## config.mk

```make
export PLATFORM = sky130hd
export DESIGN_NAME = dsp_mac_array
export DESIGN_NICKNAME = d
export VERILOG_FILES = /design/src/rtl/dsp_mac_array.sv
export SDC_FILE = /design/constraint.sdc
export NUM_CORES = 1
export LEC_CHECK = 0
export ABC_AREA = 1
export BUFFER_PORTS_ARGS = -buffer_cell sky130_fd_sc_hd__buf_2
export CORE_MARGIN = 8
export CORE_UTILIZATION = 43
export CTS_CLUSTER_SIZE = 28
export DETAILED_ROUTE_END_ITERATION = 8
export RECOVER_POWER = 50
export SYNTH_ARGS = -nofsm -noshare
export SYNTH_HDL_FRONTEND = slang
export SYNTH_SLANG_ARGS = --single-unit
```

## constraint.sdc

```tcl
create_clock -name clk -period 7.6 [get_ports clk]
set_input_delay 1.9 -clock clk [delete_from_list [all_inputs] [get_ports clk]]
set_output_delay 1.9 -clock clk [all_outputs]
set_load 0.05 [all_outputs]
```

## src/rtl/dsp_mac_array.sv

```systemverilog
// Multi-lane signed multiply-accumulate engine with first/last vector framing and a global stall.
// Define DSP_MAC_SATURATE_EN to clamp results to OUT_W instead of wrapping.
module dsp_mac_array #(
    parameter int LANES      = 4,
    parameter int A_W        = 8,
    parameter int B_W        = 8,
    parameter int ACC_W      = 32,
    parameter int OUT_W      = 16,
    parameter int OUT_SHIFT  = 0,
    parameter int MUL_STAGES = 2
) (
    input  logic                   clk,
    input  logic                   rst,
    input  logic                   in_valid,
    output logic                   in_ready,
    input  logic [LANES*A_W-1:0]   in_a,
    input  logic [LANES*B_W-1:0]   in_b,
    input  logic                   in_first,
    input  logic                   in_last,
    output logic                   out_valid,
    input  logic                   out_ready,
    output logic [LANES*OUT_W-1:0] out_data,
    output logic [LANES-1:0]       out_sat
);

    localparam int P_W = A_W + B_W;
    localparam int LAST = MUL_STAGES - 1;

    logic                   advance;
    logic [MUL_STAGES-1:0]  pv_q, pf_q, pl_q;
    logic [LANES*ACC_W-1:0] prod_in;
    logic [LANES*ACC_W-1:0] prod_q [MUL_STAGES];
    logic [LANES*ACC_W-1:0] acc_q, acc_d;
    logic                   done_q;
    logic                   out_valid_q;
    logic [LANES*OUT_W-1:0] out_data_q, out_data_d;
    logic [LANES-1:0]       out_sat_q, out_sat_d;

    assign advance   = !out_valid_q || out_ready;
    assign in_ready  = advance && !rst;
    assign out_valid = out_valid_q;
    assign out_data  = out_data_q;
    assign out_sat   = out_sat_q;

    // done_q marks that acc_q holds a finished vector sum awaiting transfer to the output
    // register; the next beat then starts from zero regardless of its first flag.
    generate
        for (genvar gi = 0; gi < LANES; gi++) begin : g_lane
            logic signed [A_W-1:0]   a_s;
            logic signed [B_W-1:0]   b_s;
            logic signed [P_W-1:0]   p_s;
            logic        [ACC_W-1:0] acc_l;
            logic        [ACC_W-1:0] base;
            logic        [ACC_W-1:0] sum;

            assign a_s = in_a[gi*A_W +: A_W];
            assign b_s = in_b[gi*B_W +: B_W];
            assign p_s = P_W'(a_s) * P_W'(b_s);
            assign prod_in[gi*ACC_W +: ACC_W] = ACC_W'(p_s);

            assign acc_l = acc_q[gi*ACC_W +: ACC_W];
            assign base  = (pf_q[LAST] || done_q) ? '0 : acc_l;
            assign sum   = base + prod_q[LAST][gi*ACC_W +: ACC_W];

            always_comb begin
                acc_d[gi*ACC_W +: ACC_W] = acc_l;
                if (pv_q[LAST]) begin
                    acc_d[gi*ACC_W +: ACC_W] = sum;
                end else if (done_q) begin
                    acc_d[gi*ACC_W +: ACC_W] = '0;
                end
            end

`ifdef DSP_MAC_SATURATE_EN
            localparam logic signed [ACC_W-1:0] MAX_V = {{(ACC_W-OUT_W+1){1'b0}}, {(OUT_W-1){1'b1}}};
            localparam logic signed [ACC_W-1:0] MIN_V = {{(ACC_W-OUT_W+1){1'b1}}, {(OUT_W-1){1'b0}}};
            logic signed [ACC_W-1:0] shifted;

            assign shifted = $signed(acc_l) >>> OUT_SHIFT;

            always_comb begin
                out_data_d[gi*OUT_W +: OUT_W] = shifted[OUT_W-1:0];
                out_sat_d[gi]                 = 1'b0;
                if (shifted > MAX_V) begin
                    out_data_d[gi*OUT_W +: OUT_W] = MAX_V[OUT_W-1:0];
                    out_sat_d[gi]                 = 1'b1;
                end else if (shifted < MIN_V) begin
                    out_data_d[gi*OUT_W +: OUT_W] = MIN_V[OUT_W-1:0];
                    out_sat_d[gi]                 = 1'b1;
                end
            end
`else
            // Arithmetic shift followed by truncation is just a slice of the accumulator.
            assign out_data_d[gi*OUT_W +: OUT_W] = acc_l[OUT_SHIFT +: OUT_W];
            assign out_sat_d[gi]                 = 1'b0;
`endif
        end
    endgenerate

    always_ff @(posedge clk) begin
        if (rst) begin
            pv_q <= '0;
            pf_q <= '0;
            pl_q <= '0;
            for (int s = 0; s < MUL_STAGES; s++) begin
                prod_q[s] <= '0;
            end
        end else if (advance) begin
            pv_q[0]   <= in_valid;
            pf_q[0]   <= in_first;
            pl_q[0]   <= in_last;
            prod_q[0] <= prod_in;
            for (int s = 1; s < MUL_STAGES; s++) begin
                pv_q[s]   <= pv_q[s-1];
                pf_q[s]   <= pf_q[s-1];
                pl_q[s]   <= pl_q[s-1];
                prod_q[s] <= prod_q[s-1];
            end
        end
    end

    always_ff @(posedge clk) begin
        if (rst) begin
            acc_q       <= '0;
            done_q      <= 1'b0;
            out_valid_q <= 1'b0;
            out_data_q  <= '0;
            out_sat_q   <= '0;
        end else if (advance) begin
            acc_q       <= acc_d;
            done_q      <= pv_q[LAST] && pl_q[LAST];
            out_valid_q <= done_q;
            if (done_q) begin
                out_data_q <= out_data_d;
                out_sat_q  <= out_sat_d;
            end
        end
    end

endmodule

```

==> flow_summary.yaml, run 1 <==
power_and_ir_drop:
  power_leakage_nw: 13.84
  power.switching_mw: 2.666
  power_frac_comb: 0.502
  p_clk_frac: 0.209
  power.density_nw_per_um2: 244.5
  swShare: 0.4190
  intPower_mw: 3.696
  vdd_ir_drop_max_uv: 135.7
  sequentialPowerShare: 0.289
logic_synthesis:
  syn_area_sq_um: 24040
  synth-seq-cells: 264
  yosys_warnings: 0
  yosysSeqAreaShare: 0.2732
  synth_cells: 3239
  yosysUniqueCellTypes: 39
  postSynthAreaPerCell_sq_um: 7.421
grt:
  grt_max_degree: 88
  antenna_found_initial: 0
  overflow: 0
  grt_pass1_wl_mm: 90.82
  grt_use_total: 0.1706
  grt_pass1_vias: 18510
worst_setup_path:
  cp_max_fo: 59
  required_ns: 5.70
  critPathKind: "input pin to output port"
  cp-start-kind: "input pin"
  r2r_slack_ns: 4.08
  end_kind: "output port"
  arrival_ns: 4.49
drt:
  wirelength_mm: 53.86
  num_vias: 18890
  ant_nets: 0
  drt-vias-per-instance: 4.650
  wire_per_inst_um: 13.26
  remaining_drc_errors: 0
  drt_iter0_drc: 1055
  first_pass_iters: 6
layout:
  final_util: 0.4714
  final_common_cell: "inv_1"
  diodes: 0
  final_cell_mix: "inv_1 (847), nand2_1 (730), nor2_1 (322)"
  syn_to_final_growth_pct: 8.261
  fin_nets: 3762
  drive_gt1_frac: 0.04375
floorplanning:
  fp.dieH_um: 252.4
  die_w_um: 252.4
  io_pins: 140
  row_count: 86
  start_util: 0.4354
  coreArea_sq_um: 55200
  fp.dieArea_sq_um: 63720
sta:
  setup_viol: 0
  fin_tns_setup_ns: 0
  worst_slew_pin_slew_ns: 2.896
  report.final.slew_viol_count: 176
  max_freq_mhz: 156.4
  rsz0062_at_grt: "false"
  maxSlewHeadroom: -0.9307
  skew_ns: 0.01937
  period_share: 0.8414
  finalHoldViolCount: 0
  period_minus_slack_ns: 6.395
  setup_ws_ns: 1.205
placed_design:
  io_buffers: 135
  pre_cts_ws_ns: 1.420
  gp_congestion: 0.9051
  hpwl_mm: 42.60
clocking:
  post_cts_buffers: 0
  post_cts_resized: 0
  cts_root_buf: "clkbuf_16"
  cts_hold_buf: 0
  clk_path_buf_depth: 3
  numCtsBuffers: 29
  htree_levels: 1
  cts_sinks: 264
  worstSkewPairLatency_ns: 0.56
  cts_tree: "built"
  clk_pin_slew_ns: 0.06
run_status:
  outcome: "finished with violations"
  violations: "capacitance limit, slew limit"
hold_path:
  hp-class: "register to register"
flow_run:
  cap_violations: 3
==> flip-flops by register name (all words and copies together), names as in the netlist <==
register	count
pv_q	2
done_q	1
out_data	64
prod_q	128
pl_q	2
out_valid	1
acc_q	64
pf_q	2
==> synthesized netlist by cell type <==
cell	number	area (sq um)
nand2_1	730	2740
and2_1	4	25.02
nor3_1	18	90.09
or2_0	1	6.260
clkbuf_1	88	330.3
nand3b_1	8	60.06
clkinv_1	1	3.750
fa_1	224	4484
o32ai_1	1	8.760
nand2b_1	2	12.51
a21boi_0	1	7.510
nor2_4	4	45.04
conb_1	1	3.750
inv_1	847	3179
edfxtp_1	128	3844
dfxtp_1	136	2723
o21a_1	3	22.52
o21ai_2	1	8.760
buf_1	5	18.77
o21ai_0	72	360.4
a21oi_1	174	870.8
xnor2_1	13	113.9
a211oi_1	64	480.5
nor2_1	322	1209
o21bai_1	4	30.03
xor2_1	9	78.83
a31oi_1	4	25.02
or2_2	16	100.1
o21ai_1	1	5.000
buf_4	4	30.03
nand4_1	10	62.56
a21o_1	3	22.52
nor2_2	1	6.260
o31ai_1	3	22.52
inv_2	1	3.750
buf_2	28	140.1
nand3_1	128	640.6
o22ai_1	3	18.77
ha_1	176	2202
==> power groups by stage <==
stage	clock [mW]	combinational, mW	sequential (mW)
final	1.33	3.19	1.84
after global routing	1.43	3.78	1.86
after CTS	1.37	3.23	1.84
after detailed placement	0	3.20	1.87
after global placement	0	3.18	1.87
after floorplan	0	2.53	1.84
==> through the flow <==
step | total power [mW] | std cells | instance area [sq um] | hold slack (ns)
6_report | 6.362 | 4062 | 26020 | 0.4608
5_1_grt | 7.067 | 4062 | 26020 | 0.4772
4_1_cts | 6.439 | 4062 | 26120 | 0.4594
3_5_place_dp | 5.072 | 4009 | 25220 | 0.4496
3_3_place_gp | 5.049 | 4009 | 25220 | 0.4499
2_1_floorplan | 4.371 | 3242 | 24050 | 0.4401
==> final timing paths <==
kind / start / endpoint / depth (start not counted)
worst max register to register: done_q$_SDFFE_PP0N_ / acc_q[37]$_SDFFE_PP0P_ / 12
worst max-delay path: rst / in_ready / 3
worst min register to register: out_data[63]$_SDFFE_PP0P_ / out_data[63]$_SDFFE_PP0P_ / 2
worst min-delay path: out_data[63]$_SDFFE_PP0P_ / out_data[63]$_SDFFE_PP0P_ / 2
==> worst max-delay path, stage by stage <==
cell	delay, ns
clkbuf_1	2.01
nor2_4	0.17
buf_2	0.36
==> final cells by class <==
cell class,instances,area (sq um)
inverters,849,3188
fillers,5684,29180
flip-flops and latches,264,6566
clock inverters,13,68.82
repair buffers,144,654.4
clock buffers,40,828.3
multi-input cells,2004,13780
well taps,748,935.9
==> metal layers <==
layer  up-vias  GRT usage  part of all wire
met2       320     0.2744              0.43
met5         -          0                 0
li1       9832          -                 -
met3        42    0.01840             0.047
met4         0    0.03273             0.015
met1      8693     0.2477              0.51
==> kinds of logic (layout without fill, tap and decap cells) <==
logic type | after synthesis | after routing | synth area share
buffers and inverters | 974 | 1046 | 0.1542
XOR/XNOR | 22 | 22 | 0.008017
AND/OR/NAND/NOR | 1244 | 1244 | 0.2079
other | 1 | 4 | 0.0001560
adder cells (fa/ha/maj) | 400 | 400 | 0.2782
AO/OA/AOI/OAI | 334 | 334 | 0.07834
flip-flops | 264 | 264 | 0.2732
(Power assumes the default switching activity.)
==> inputs of run 2 (changes only) <==
==> constraint.sdc (replaced) <==
create_clock -name clk -period 5.12 [get_ports clk]
set_input_delay 1.28 -clock clk [delete_from_list [all_inputs] [get_ports clk]]
set_output_delay 1.28 -clock clk [all_outputs]
set_load 0.05 [all_outputs]
==> run 2 against run 1 <==
Sequential share of layout area decreased by 1.0 points; first-iteration DRC count decreased by 0.28%; sequential cell count unchanged; clock skew decreased by 0.0031 ns; cell count up 3.3%; core utilization increased by 2.0 points; design area grew 4.2%; routed wire length is 1.3% higher; the flow still finishes with violations (capacitance limit, slew limit); critical endpoint is now prod_q[0][126]$_SDFFCE_PN0P_; global-route usage grew 0.25 points; die area unchanged.
==> flow_summary.yaml, run 2 (synthesis gave the netlist of run 1 again) <==
grt:
  grt_pass1_vias: 18820
  grt_use_total: 0.1731
  antenna_found_initial: 2
  grt_pass1_wl_mm: 92.75
  overflow: 0
  grt_max_degree: 99
clocking:
  cts_root_buf: "clkbuf_16"
  clk_pin_slew_ns: 0.06
  worstSkewPairLatency_ns: 0.57
  post_cts_resized: 0
  clk_path_buf_depth: 3
  cts_sinks: 264
  post_cts_buffers: 0
  cts_hold_buf: 0
  numCtsBuffers: 29
  htree_levels: 1
  cts_tree: "built"
power_and_ir_drop:
  power.density_nw_per_um2: 381.3
  sequentialPowerShare: 0.265
  swShare: 0.3964
  intPower_mw: 6.241
  power.switching_mw: 4.099
  power_leakage_nw: 14.50
  p_total_mw: 10.34
  p_clk_frac: 0.206
  vdd_ir_drop_max_uv: 268.2
  power_frac_comb: 0.529
floorplanning:
  fp.dieArea_sq_um: 63720
  coreArea_sq_um: 55200
  io_pins: 140
  fp.dieH_um: 252.4
  row_count: 86
  start_util: 0.4354
  die_w_um: 252.4
drt:
  drt-vias-per-instance: 4.620
  wirelength_mm: 54.57
  drt_iter0_drc: 1052
  wire_per_inst_um: 13.01
  num_vias: 19380
  ant_nets: 0
  remaining_drc_errors: 0
  first_pass_iters: 6
hold_path:
  hp-class: "register to register"
  hold_start: "acc_q[32]$_SDFFE_PP0P_"
layout:
  largest-register: "prod_q"
  final_util: 0.4913
  syn_to_final_growth_pct: 12.84
  fin_nets: 3893
  stdcell_count: 4195
  drive_gt1_frac: 0.08067
  largest_reg_flops: 128
  n_fill_cell: 5607
  final_common_cell: "inv_1"
  final_cell_mix: "inv_1 (845), nand2_1 (729), nor2_1 (325)"
sta:
  setup_viol: 0
  report.final.slew_viol_count: 201
  period_share: 0.9219
  finalHoldViolCount: 0
  rsz0062_at_grt: "false"
  worst_slew_pin_slew_ns: 2.713
  skew_ns: 0.01631
  period_minus_slack_ns: 4.720
  maxSlewHeadroom: -0.8085
  max_freq_mhz: 211.9
worst_setup_path:
  path_common_cell: "fa_1"
  critPathSlowestCell: "fa_1"
  cp-start-kind: "input pin"
  crit_start: "in_b[31]"
  cp_max_fo: 5
  crit_chain: "buf_2 -> inv_1 -> buf_4 -> or2_2 -> fa_1 -> fa_1 -> fa_1 -> fa_1 -> inv_1 -> ha_1 -> nand2_1 -> nor2_1 -> nand3_1 -> nand3_1 -> inv_1 -> nand2_1 -> a21oi_1"
  end_kind: "register"
  arrival_ns: 4.98
  r2r_start: "out_valid$_SDFFE_PP0N_"
  slowest_delay_ns: 0.54
  critPathKind: "input pin to register"
  required_ns: 5.38
run_status:
  violations: "capacitance limit, slew limit"
  outcome: "finished with violations"
placed_design:
  io_buffers: 135
  hpwl_mm: 44.35
  placedCellCount: 4140
  gp_congestion: 0.8774
flow_run:
  cap_violations: 4
run 2: cell type report:
cell class	count	area, sq um	share of cell area
clock inverter	12	138.9	0.005121
inverter	849	3188	0.1175
antenna	1	2.502	0.00009227
tap	748	935.9	0.03451
clock buffer	42	855.8	0.03156
timing repair buffer	275	1649	0.06080
sequential	264	6566	0.2421
multi-input combinational	2004	13780	0.5083
run 2: path summary, 6_finish.rpt:
kind | end | cells past startpoint | slack, ns
min | acc_q[32]$_SDFFE_PP0P_ | 2 | 0.46
max | prod_q[0][126]$_SDFFCE_PN0P_ | 17 | 0.40
min reg2reg | acc_q[32]$_SDFFE_PP0P_ | 2 | 0.46
max reg2reg | acc_q[66]$_SDFFE_PP0P_ | 8 | 1.28
run 2: critical path: cells and delay by family:
kind            cells  cell delay [ns]
simple gates        6             0.84
buf+inv             5             0.42
compound gates      1             0.05
fa+ha+maj           5             2.39
run 2: metal layers:
layer / track usage / vias up / routed length [um]
met3: 0.01727 / 48 / 2276
li1: - / 10090 / -
met1: 0.2460 / 8899 / 26850
met2: 0.2840 / 340 / 24530
met5: 0 / - / 13
met4: 0.03736 / 2 / 896
run 2: power groups by stage:
| stage | Clock (mW) | Combinational (mW) | Sequential (mW) |
|---|---|---|---|
| CTS | 2.19 | 5.54 | 2.74 |
| detailed placement | 0 | 5.50 | 2.79 |
| floorplan | 0 | 3.79 | 2.73 |
| finish | 2.13 | 5.47 | 2.74 |
| global placement | 0 | 5.46 | 2.79 |
| global route | 2.26 | 6.42 | 2.77 |
run 2: stage by stage:
stage | worst slack, ns | hold WS [ns] | TNS [ns] | instance area [sq um]
after floorplan | 0.0002465 | 0.4401 | 0 | 24080
after global placement | -0.1474 | 0.4500 | -1.234 | 26270
after detailed placement | -0.1591 | 0.4518 | -2.024 | 26270
after CTS | 0.4331 | 0.4615 | 0 | 27260
after global routing | 0.1634 | 0.4774 | 0 | 27120
final | 0.3999 | 0.4602 | 0 | 27120
==> inputs of run 3 (changes only) <==
==> constraint.sdc (replaced) <==
create_clock -name clk -period 5.12 [get_ports clk]
set_input_delay 1.024 -clock clk [delete_from_list [all_inputs] [get_ports clk]]
set_output_delay 1.024 -clock clk [all_outputs]
set_load 0.05 [all_outputs]
==> run 3 against run 2 <==
The flow still finishes with violations (capacitance limit, slew limit); fmax rose by 2.0%; count of clock-buffer cells in the layout rose by 3; register-to-register slack got worse by 0.49 ns; design area fell by 3.0%; non-clock buffer count fell by 94; sequential share of layout area rose by 0.74 points; critical path depth did not move; worst hold slack improved by 0.00091 ns; total power fell by 6.4%; clock power fell by 4%; core utilization fell by 1.5 points; die area did not move; critical path type unchanged.
==> flow_summary.yaml, run 3 (synthesis gave the netlist of run 1 again) <==
run_status:
  outcome: "finished with violations"
  violations: "capacitance limit, slew limit"
floorplanning:
  coreArea_sq_um: 55200
  io_pins: 140
  die_w_um: 252.4
  row_count: 86
  fp.dieH_um: 252.4
  fp.dieArea_sq_um: 63720
  start_util: 0.4354
drt:
  num_vias: 18960
  drt_iter0_drc: 1088
  remaining_drc_errors: 0
  drt-vias-per-instance: 4.629
  first_pass_iters: 5
  wire_per_inst_um: 13.15
  wirelength_mm: 53.86
  ant_nets: 0
sta:
  period_share: 0.9041
  max_freq_mhz: 216.0
  period_minus_slack_ns: 4.629
  worst_slew_pin_slew_ns: 3.656
  maxSlewHeadroom: -1.437
  skew_ns: 0.02286
  fin_tns_setup_ns: 0
  setup_viol: 0
  finalHoldViolCount: 0
  report.final.slew_viol_count: 344
  rsz0062_at_grt: "false"
worst_setup_path:
  cp-start-kind: "input pin"
  required_ns: 5.51
  end_kind: "register"
  critPathKind: "input pin to register"
  cp_max_fo: 8
  arrival_ns: 5.02
clocking:
  cts_tree: "built"
  worstSkewPairLatency_ns: 0.56
  numCtsBuffers: 28
  cts_sinks: 264
  htree_levels: 1
  clk_path_buf_depth: 3
  cts_hold_buf: 0
  cts_root_buf: "clkbuf_16"
  post_cts_buffers: 0
  post_cts_resized: 0
  clk_pin_slew_ns: 0.06
grt:
  overflow: 0
  grt_use_total: 0.1706
  antenna_found_initial: 0
  grt_max_degree: 89
  grt_pass1_vias: 18710
  grt_pass1_wl_mm: 91.32
layout:
  syn_to_final_growth_pct: 9.495
  fin_nets: 3798
  stdcell_count: 4097
  diodes: 0
  largest-register: "prod_q"
  final_common_cell: "inv_1"
  largest_reg_flops: 128
  drive_gt1_frac: 0.05285
  final_cell_mix: "inv_1 (847), nand2_1 (730), nor2_1 (326)"
power_and_ir_drop:
  power.density_nw_per_um2: 367.9
  vdd_ir_drop_max_uv: 232.1
  power_leakage_nw: 14.04
placed_design:
  io_buffers: 135
  placedCellCount: 4046
  gp_congestion: 0.8830
  hpwl_mm: 42.70
flow_run:
  cap_violations: 7
hold_path:
  hp-class: "register to register"
==> run 3: power breakdown <==
part,switching (mW),total (mW),internal [mW]
combinational,3.03,4.91,1.88
sequential,0.115,2.73,2.62
clock,0.839,2.04,1.20
total,3.98,9.68,5.70
==> run 3: metal layers <==
metal	global-route usage	routed length, um
met1	0.2483	27270
met2	0.2803	23720
met3	0.01532	2377
met4	0.02381	495
met5	0	0
==> run 3: through the flow <==
| step | util | power, mW | cell area, sq um | setup slack, ns | hold slack [ns] |
|---|---|---|---|---|---|
| 6_report | 0.4768 | 9.682 | 26320 | 0.4908 | 0.4611 |
| 5_1_grt | 0.4768 | 10.79 | 26320 | 0.2005 | 0.4809 |
| 4_1_cts | 0.4790 | 9.797 | 26440 | 0.5393 | 0.4627 |
| 3_5_place_dp | 0.4621 | 7.702 | 25510 | -0.04151 | 0.4531 |
| 3_3_place_gp | 0.4621 | 7.669 | 25510 | -0.01090 | 0.4501 |
| 2_1_floorplan | - | 6.488 | 24050 | 0.09519 | 0.4401 |
==> run 3: cell type report <==
cell class | count | area, sq um
Fill cell | 5663 | 28880
Multi-Input combinational cell | 2004 | 13750
Sequential cell | 264 | 6566
Inverter | 849 | 3188
Timing Repair Buffer | 181 | 945.9
Tap cell | 748 | 935.9
Clock buffer | 45 | 899.6
Clock inverter | 6 | 32.53
==> run 3: worst max-delay path, cell delays in order <==
cell and delay, ns:
buf_2 0.09, inv_1 0.11, or2_2 0.32, fa_1 0.50
fa_1 0.54, inv_1 0.05, fa_1 0.52, inv_1 0.05
fa_1 0.53, inv_1 0.04, ha_1 0.31, a21oi_1 0.19
o21ai_0 0.14, a21oi_1 0.19, buf_4 0.14, o21ai_0 0.06
a21oi_1 0.20
==> run 3: path summary, 6_finish.rpt <==
check	from	to	slack (ns)	cells past startpoint
min reg2reg	acc_q[0]$_SDFFE_PP0P_	acc_q[0]$_SDFFE_PP0P_	0.46	2
max reg2reg	out_valid$_SDFFE_PP0N_	acc_q[98]$_SDFFE_PP0P_	0.79	7
min	acc_q[0]$_SDFFE_PP0P_	acc_q[0]$_SDFFE_PP0P_	0.46	2
max	in_b[31]	prod_q[0][106]$_SDFFCE_PN0P_	0.49	17
